===== src/rtl/evaluator_pkg.sv =====
// evaluator_pkg: shared types and constants for axis_expr_evaluator.
//   op_e      - result tag carried on out_dest (OP_ADD .. OP_CLOG2)
//   state_e   - evaluator FSM states
//   OP_COUNT  - beats per result set (6 with EVALUATOR_CLOG2_EN, else 5)
//   LAST_OP   - tag of the final beat of a set
//   clog2_u64 - ceil-log2 helper used by the optional clog2 unit
package evaluator_pkg;

   typedef enum logic [2:0] {
      OP_ADD   = 3'd0,
      OP_SUB   = 3'd1,
      OP_MUL   = 3'd2,
      OP_DIV   = 3'd3,
      OP_MOD   = 3'd4,
      OP_CLOG2 = 3'd5
   } op_e;

   typedef enum logic [1:0] {
      ST_IDLE    = 2'd0,
      ST_COMPUTE = 2'd1,
      ST_EMIT    = 2'd2
   } state_e;

`ifdef EVALUATOR_CLOG2_EN
   localparam int unsigned OP_COUNT = 6;
`else
   localparam int unsigned OP_COUNT = 5;
`endif

   localparam logic [2:0] LAST_OP = 3'(OP_COUNT - 1);

   // Smallest n with 2^n >= v: one more than the MSB index of v-1; 0 and 1 map to 0.
   function automatic logic [6:0] clog2_u64(input logic [63:0] v);
      logic [63:0] m;
      logic [6:0]  n;
      n = 7'd0;
      m = v - 64'd1;
      if (v > 64'd1) begin
         for (int i = 0; i < 64; i++) begin
            if (m[i]) begin
               n = 7'(i + 1);
            end else begin
               n = n;
            end
         end
      end else begin
         n = 7'd0;
      end
      return n;
   endfunction

endpackage


===== src/rtl/serial_divider.sv =====
// serial_divider: restoring unsigned divider, one quotient bit per cycle.
//   clock, reset      - rising-edge clock, asynchronous active-low reset
//   start             - load dividend/divisor and begin (ignored while busy)
//   busy              - iterations in progress
//   done              - high during the final iteration; quotient/remainder
//                       are valid from the following cycle
//   quotient/remainder- results; divisor 0 gives all-ones quotient, remainder = dividend
module serial_divider
   import evaluator_pkg::*;
#(
   parameter int unsigned DATA_WIDTH = 32
) (
   input  logic                  clock,
   input  logic                  reset,
   input  logic                  start,
   input  logic [DATA_WIDTH-1:0] dividend,
   input  logic [DATA_WIDTH-1:0] divisor,
   output logic                  busy,
   output logic                  done,
   output logic [DATA_WIDTH-1:0] quotient,
   output logic [DATA_WIDTH-1:0] remainder
);

   localparam int unsigned CNT_W = $clog2(DATA_WIDTH + 1);

   logic                  busy_q, busy_d;
   logic [CNT_W-1:0]      cnt_q, cnt_d;
   logic [DATA_WIDTH-1:0] quo_q, quo_d;
   logic [DATA_WIDTH-1:0] rem_q, rem_d;
   logic [DATA_WIDTH-1:0] den_q, den_d;
   logic [DATA_WIDTH:0]   shifted_s;
   logic [DATA_WIDTH:0]   diff_s;

   // Next-state: load on start, otherwise one restoring step per busy cycle.
   always_comb begin
      busy_d    = busy_q;
      cnt_d     = cnt_q;
      quo_d     = quo_q;
      rem_d     = rem_q;
      den_d     = den_q;
      // quo_q doubles as the dividend shift register; its MSB feeds the remainder.
      shifted_s = {rem_q, quo_q[DATA_WIDTH-1]};
      diff_s    = shifted_s - {1'b0, den_q};
      if (start && !busy_q) begin
         busy_d = 1'b1;
         cnt_d  = CNT_W'(DATA_WIDTH);
         quo_d  = dividend;
         rem_d  = '0;
         den_d  = divisor;
      end else if (busy_q) begin
         // diff_s MSB set means the trial subtraction went negative: restore.
         if (!diff_s[DATA_WIDTH]) begin
            rem_d = diff_s[DATA_WIDTH-1:0];
            quo_d = {quo_q[DATA_WIDTH-2:0], 1'b1};
         end else begin
            rem_d = shifted_s[DATA_WIDTH-1:0];
            quo_d = {quo_q[DATA_WIDTH-2:0], 1'b0};
         end
         cnt_d  = cnt_q - CNT_W'(1);
         busy_d = (cnt_q != CNT_W'(1));
      end else begin
         busy_d = 1'b0;
      end
   end

   // State registers.
   always_ff @(posedge clock or negedge reset) begin
      if (!reset) begin
         busy_q <= 1'b0;
         cnt_q  <= '0;
         quo_q  <= '0;
         rem_q  <= '0;
         den_q  <= '0;
      end else begin
         busy_q <= busy_d;
         cnt_q  <= cnt_d;
         quo_q  <= quo_d;
         rem_q  <= rem_d;
         den_q  <= den_d;
      end
   end

   assign busy      = busy_q;
   assign done      = busy_q && (cnt_q == CNT_W'(1));
   // Restoring division already yields these for a zero divisor; the mux pins it down.
   assign quotient  = (den_q == '0) ? '1 : quo_q;
   assign remainder = rem_q;

endmodule


===== src/rtl/axis_expr_evaluator.sv =====
// axis_expr_evaluator: evaluates add, sub, mul, div, mod (and clog2 when
// EVALUATOR_CLOG2_EN is defined) on an operand pair and streams one tagged
// result beat per operation.
//   clock, reset                 - rising-edge clock, asynchronous active-low reset
//   in_data/in_valid/in_ready    - operand pair slave port (a = low half, b = high half)
//   out_data/out_dest/out_tlast/
//   out_valid/out_ready          - result master port; out_dest carries the op tag
// All outputs are registered.
module axis_expr_evaluator
   import evaluator_pkg::*;
#(
   parameter int unsigned DATA_WIDTH = 32
) (
   input  logic                    clock,
   input  logic                    reset,
   input  logic [2*DATA_WIDTH-1:0] in_data,
   input  logic                    in_valid,
   output logic                    in_ready,
   output logic [DATA_WIDTH-1:0]   out_data,
   output logic [2:0]              out_dest,
   output logic                    out_tlast,
   output logic                    out_valid,
   input  logic                    out_ready
);

   state_e                state_q, state_d;
   logic [DATA_WIDTH-1:0] a_q, a_d, b_q, b_d;
   logic [DATA_WIDTH-1:0] add_q, add_d, sub_q, sub_d, mul_q, mul_d;
`ifdef EVALUATOR_CLOG2_EN
   logic [DATA_WIDTH-1:0] clog2_q, clog2_d;
`endif
   logic [2:0]            idx_q, idx_d;
   logic                  in_ready_q, in_ready_d;
   logic                  out_valid_q, out_valid_d;
   logic [DATA_WIDTH-1:0] out_data_q, out_data_d;
   logic [2:0]            out_dest_q, out_dest_d;
   logic                  out_tlast_q, out_tlast_d;

   logic                  in_hs_s, out_hs_s;
   logic                  div_busy_s, div_done_s;
   logic [DATA_WIDTH-1:0] div_quo_s, div_rem_s;
   logic [2:0]            nxt_idx_s;
   logic [DATA_WIDTH-1:0] nxt_data_s;

   assign in_hs_s  = in_valid && in_ready_q;
   assign out_hs_s = out_valid_q && out_ready;

   // Divider starts on the input handshake straight from in_data, so it finishes
   // on the same cycle boundary that ends COMPUTE.
   serial_divider #(.DATA_WIDTH(DATA_WIDTH)) u_div (
      .clock     (clock),
      .reset     (reset),
      .start     (in_hs_s),
      .dividend  (in_data[DATA_WIDTH-1:0]),
      .divisor   (in_data[2*DATA_WIDTH-1:DATA_WIDTH]),
      .busy      (div_busy_s),
      .done      (div_done_s),
      .quotient  (div_quo_s),
      .remainder (div_rem_s)
   );

   // Result selection for the beat about to be loaded into the output register.
   always_comb begin
      nxt_idx_s = (state_q == ST_EMIT) ? (idx_q + 3'd1) : 3'd0;
      case (nxt_idx_s)
         OP_ADD:   nxt_data_s = add_q;
         OP_SUB:   nxt_data_s = sub_q;
         OP_MUL:   nxt_data_s = mul_q;
         OP_DIV:   nxt_data_s = div_quo_s;
         OP_MOD:   nxt_data_s = div_rem_s;
`ifdef EVALUATOR_CLOG2_EN
         OP_CLOG2: nxt_data_s = clog2_q;
`endif
         default:  nxt_data_s = '0;
      endcase
   end

   // FSM next-state and registered-output logic.
   always_comb begin
      state_d     = state_q;
      a_d         = a_q;
      b_d         = b_q;
      add_d       = add_q;
      sub_d       = sub_q;
      mul_d       = mul_q;
`ifdef EVALUATOR_CLOG2_EN
      clog2_d     = clog2_q;
`endif
      idx_d       = idx_q;
      in_ready_d  = in_ready_q;
      out_valid_d = out_valid_q;
      out_data_d  = out_data_q;
      out_dest_d  = out_dest_q;
      out_tlast_d = out_tlast_q;
      case (state_q)
         ST_IDLE: begin
            if (in_hs_s) begin
               a_d        = in_data[DATA_WIDTH-1:0];
               b_d        = in_data[2*DATA_WIDTH-1:DATA_WIDTH];
               in_ready_d = 1'b0;
               state_d    = ST_COMPUTE;
            end else begin
               in_ready_d = !div_busy_s;
            end
         end
         ST_COMPUTE: begin
            in_ready_d = 1'b0;
            add_d      = a_q + b_q;
            sub_d      = a_q - b_q;
            mul_d      = a_q * b_q;
`ifdef EVALUATOR_CLOG2_EN
            clog2_d    = DATA_WIDTH'(clog2_u64(64'(a_q)));
`endif
            // add_q is already settled here: COMPUTE lasts at least two cycles.
            if (div_done_s) begin
               state_d     = ST_EMIT;
               idx_d       = 3'd0;
               out_valid_d = 1'b1;
               out_data_d  = nxt_data_s;
               out_dest_d  = 3'd0;
               out_tlast_d = 1'b0;
            end else begin
               state_d = ST_COMPUTE;
            end
         end
         ST_EMIT: begin
            if (out_hs_s && (idx_q == LAST_OP)) begin
               state_d     = ST_IDLE;
               in_ready_d  = 1'b1;
               out_valid_d = 1'b0;
               out_data_d  = '0;
               out_dest_d  = 3'd0;
               out_tlast_d = 1'b0;
            end else if (out_hs_s) begin
               idx_d       = nxt_idx_s;
               out_data_d  = nxt_data_s;
               out_dest_d  = nxt_idx_s;
               out_tlast_d = (nxt_idx_s == LAST_OP);
            end else begin
               state_d = ST_EMIT;
            end
         end
         default: begin
            state_d     = ST_IDLE;
            out_valid_d = 1'b0;
         end
      endcase
   end

   // State and output registers.
   always_ff @(posedge clock or negedge reset) begin
      if (!reset) begin
         state_q     <= ST_IDLE;
         a_q         <= '0;
         b_q         <= '0;
         add_q       <= '0;
         sub_q       <= '0;
         mul_q       <= '0;
`ifdef EVALUATOR_CLOG2_EN
         clog2_q     <= '0;
`endif
         idx_q       <= 3'd0;
         in_ready_q  <= 1'b0;
         out_valid_q <= 1'b0;
         out_data_q  <= '0;
         out_dest_q  <= 3'd0;
         out_tlast_q <= 1'b0;
      end else begin
         state_q     <= state_d;
         a_q         <= a_d;
         b_q         <= b_d;
         add_q       <= add_d;
         sub_q       <= sub_d;
         mul_q       <= mul_d;
`ifdef EVALUATOR_CLOG2_EN
         clog2_q     <= clog2_d;
`endif
         idx_q       <= idx_d;
         in_ready_q  <= in_ready_d;
         out_valid_q <= out_valid_d;
         out_data_q  <= out_data_d;
         out_dest_q  <= out_dest_d;
         out_tlast_q <= out_tlast_d;
      end
   end

   assign in_ready  = in_ready_q;
   assign out_valid = out_valid_q;
   assign out_data  = out_data_q;
   assign out_dest  = out_dest_q;
   assign out_tlast = out_tlast_q;

endmodule


===== config.mk =====
export PLATFORM = sky130hd
export DESIGN_NAME = axis_expr_evaluator
export DESIGN_NICKNAME = d
export VERILOG_FILES = /design/src/rtl/evaluator_pkg.sv /design/src/rtl/serial_divider.sv /design/src/rtl/axis_expr_evaluator.sv
export SDC_FILE = /design/constraint.sdc
export NUM_CORES = 2
export LEC_CHECK = 0
export CORE_AREA = 2 2 277 279
export CTS_CLUSTER_DIAMETER = 30
export CTS_CLUSTER_SIZE = 25
export DETAILED_ROUTE_END_ITERATION = 16
export DIE_AREA = 0 0 279 281
export GPL_TIMING_DRIVEN = 0
export HOLD_SLACK_MARGIN = 0.05
export RECOVER_POWER = 25
export REMOVE_ABC_BUFFERS = 1
export SKIP_LAST_GASP = 1
export SYNTH_ARGS = -nofsm -noshare
export SYNTH_HDL_FRONTEND = slang
export SYNTH_SLANG_ARGS = --single-unit

===== constraint.sdc =====
create_clock -name clock -period 7.9 [get_ports clock]
set_clock_uncertainty 0.15 [all_clocks]
set_input_delay 1.58 -clock clock [delete_from_list [all_inputs] [get_ports clock]]
set_output_delay 1.58 -clock clock [all_outputs]
set_load 0.01 [all_outputs]

==> impl_metrics.toml <==
[critical_path]
r2r-end = "mul_q[30]$_DFFE_PN0P_"
cp.arrival_ps = 7930
cp_data_required_time_ps = 8220
crit_fanout = 15
max_stage_delay_ps = 730
cpLargestDelayFamily = "adder cells"
critical_path_buf_inv_count = 2
ff2ff_setup_slack_ps = 290
crit_top_cell = "fa_1"
critical_path_class = "reg -> reg"
crit_chain = "and2_1 -> fa_1 -> inv_1 -> fa_1 -> fa_1 -> fa_1 -> inv_1 -> fa_1 -> fa_1 -> fa_1 -> fa_1 -> ha_1 -> o21ai_1 -> a21oi_1 -> o21ai_0 -> nand2_1 -> o41ai_4 -> o21ai_1 -> xor2_1 -> mux2_2"
r2r_start = "a_q[20]$_DFFE_PN0P_"
ff2ff_path_depth = 20
worst_setup_path_start_kind = "flop"
end_kind = "flop"
critPathSlowestCell = "dfrtp_1"

[final_layout]
nFillCells = 6866
finalNetCount = 4269
drive_above_1_share = 0.1105
utilization = 0.5080
area_growth_pct = 16.27

[timing]
slew_headroom = -0.9255
worst_slack_ps = 289.5
slew_viol_final = 115
post-route-period-util = 0.9634
max_clock_freq_mhz = 131.4
worst_slew_pin_slew_ps = 2888
hold_viol_final = 0
rsz0062_at_grt = "no"
setup_viol = 0
period_needed_ps = 7610

[placed_design]
dp_hpwl_microns = 74900
routabilityCongestion = 0.9099
pre_cts_ws_ps = -780.9
port_buffers = 105

[cts]
cts_hold_buf = 0
clockBufferDepth = 3
clock-root-buffer = "clkbuf_16"
cts_max_level = 3
cts.sinks = 305
cts_buffers = 72
cts_tree = "yes"
clk_latency_ps = 630
clk_pin_slew_ps = 50

[yosys]
avgSynthCellArea_sq_um = 9.367
synth_async_sr_flop_share = 1.000
ys_seq_area_frac = 0.2316
synth_edf_count = 0
ys_types = 77
syn_area_sq_um = 32960
synthFlopType = "dfrtp_1"
netlist_instances = 3519
ys_ff_latch = 305
yosys_warnings = 0

[global_route]
grt_max_degree = 115
grt_pass1_vias = 26157
grt_pass1_wl_microns = 160500
grt_usage = 0.2728
antenna_found_initial = 5
grt-ovfl-total = 0

[floorplanning]
die-area_sq_um = 78400
die_h_microns = 281
core_sq_um = 75440
num_rows = 101
die_w_microns = 279
io_pins = 106
initial_core_util = 0.4369

[drt]
via_per_inst = 5.587
wirelength_microns = 108200
wl_per_cell_microns = 23.51
dr.pass1.iters = 6
drt_iter0_drc = 2262
drc = 0
route.vias.total = 25708
antenna_left = 0

[status]
violations = "capacitance limit, slew limit"
status = "complete, but fails checks"

[worst_hold_path]
hold_start = "out_data[23]$_DFFE_PN0P_"
holdPathEnd = "out_data[23]$_DFFE_PN0P_"
holdCritPathClass = "reg -> reg"
hold_depth = 1

[run]
maxCapViolations = 1
==> through the flow <==
stage	cell area (sq um)	setup TNS, ps	std cells	hold slack [ps]
2_1_floorplan	32220	0	3328	297.6
3_3_place_gp	34490	-2760690	4411	308.9
3_5_place_dp	35120	-4317	4438	314.5
4_1_cts	37820	0	4574	325.0
5_1_grt	38320	0	4599	333.2
6_report	38330	0	4601	320.4
==> metal layers <==
layer  GRT usage  vias up  part of all wire
li1            -    11453                 -
met1      0.3825    13072              0.43
met2      0.4258      992              0.45
met3     0.04040      189             0.081
met4      0.1089        2             0.041
met5           0        -           0.00037
==> how the worst max path moves through the flow <==
stage / from / cells past startpoint / end
4_1_cts: b_q[13]$_DFFE_PN0P_ / 25 / mul_q[31]$_DFFE_PN0P_
5_1_grt: b_q[5]$_DFFE_PN0P_ / 24 / mul_q[31]$_DFFE_PN0P_
3_3_place_gp: reset / 1 / a_q[26]$_DFFE_PN0P_
6_report: a_q[20]$_DFFE_PN0P_ / 20 / mul_q[30]$_DFFE_PN0P_
3_5_place_dp: a_q[1]$_DFFE_PN0P_ / 25 / mul_q[31]$_DFFE_PN0P_
2_1_floorplan: b_q[2]$_DFFE_PN0P_ / 24 / mul_q[31]$_DFFE_PN0P_
==> logic make-up (layout without fill, tap and decap cells) <==
group	count (synthesis)	after routing	share of synthesized area
other cells	0	2	0
simple gates	971	971	0.1381
fa+ha+maj	637	637	0.3354
xor+xnor	166	166	0.04411
buf+inv	689	791	0.07933
flops	305	305	0.2316
mux	178	178	0.05963
compound gates	573	573	0.1119
==> synth_stat cells (all sizes together), types with 17 or more instances <==
cell type | number | share of area
fa | 411 | 0.25
clkbuf | 167 | 0.019
o21a | 25 | 0.0057
nor3 | 29 | 0.0044
nor2 | 191 | 0.022
nor2b | 17 | 0.0032
a21oi | 177 | 0.027
nand2 | 381 | 0.043
xor2 | 31 | 0.0082
mux2 | 144 | 0.049
o21ai | 159 | 0.024
buf | 24 | 0.0036
a21o | 72 | 0.016
dfrtp | 305 | 0.23
inv | 497 | 0.057
and2 | 234 | 0.044
mux2i | 34 | 0.010
a222oi | 31 | 0.0094
xnor2 | 135 | 0.036
ha | 226 | 0.086
nand3 | 64 | 0.0097
==> flip-flops by register name, indices dropped and copies added (netlist names), 6 cells and up <==
register and count:
u_div.quo_q 32, u_div.remainder 32, a_q 32, add_q 32, u_div.den_q 32, u_div.cnt_q 6, mul_q 32, b_q 32
out_data 32, sub_q 31
==> cell type report <==
cell class | instances | area [sq um] | share of cell area
clock buffers | 87 | 1939 | 0.05060
repair inverters | 1 | 7.507 | 0.0001959
well taps | 978 | 1224 | 0.03193
diodes | 2 | 5.005 | 0.0001306
flip-flops and latches | 305 | 7744 | 0.2021
clock inverters | 44 | 653.1 | 0.01704
multi-input cells | 2525 | 22860 | 0.5964
inverters | 498 | 1878 | 0.04900
repair buffers | 161 | 2018 | 0.05266
==> timing repair <==
action | 4_1_cts | 5_1_grt
gates cloned | 1 | 0
setup buffers | 4 | 25
gates resized for setup | 34 | 28
endpoints found under the setup margin | 11 | 4
pin swaps | 0 | 2
==> cells in the final DEF, fill, tap and decap left out, types with 9 or more instances in the layout <==
cell type        instances
clkdlybuf4s50_1        104
mux2_2                 143
o21bai_1                15
nor2b_1                 17
buf_4                   16
clkbuf_1                 9
inv_1                  493
a32oi_1                 12
a21o_1                  71
o21ai_0                152
and2_1                 234
ha_1                   222
xnor2_1                135
fa_1                   411
clkinv_2                 9
o31ai_1                  9
dfrtp_4                 27
nor2_1                 189
nor4_1                  12
a22o_1                  10
clkbuf_16               77
buf_16                  14
a222oi_1                31
nand2b_1                12
bufinv_16               11
nand3_1                 63
dfrtp_1                270
a21oi_1                174
xor2_1                  31
nor3_1                  26
buf_12                  14
nand2_1                379
nand4_1                 11
mux2i_1                 34
o21a_1                  25
==> worst register-to-register path: stages, from the launching register on <==
cell	delay, ps
dfrtp_1	730
and2_1	340
fa_1	530
inv_1	50
fa_1	510
fa_1	450
fa_1	540
inv_1	50
fa_1	490
fa_1	570
fa_1	430
fa_1	470
ha_1	350
o21ai_1	320
a21oi_1	80
o21ai_0	170
nand2_1	130
o41ai_4	410
o21ai_1	170
xor2_1	210
mux2_2	300
Power is left out: the tool's default activity adds up to more than one toggle a clock period on the data nets, which glitch-free logic cannot reach.
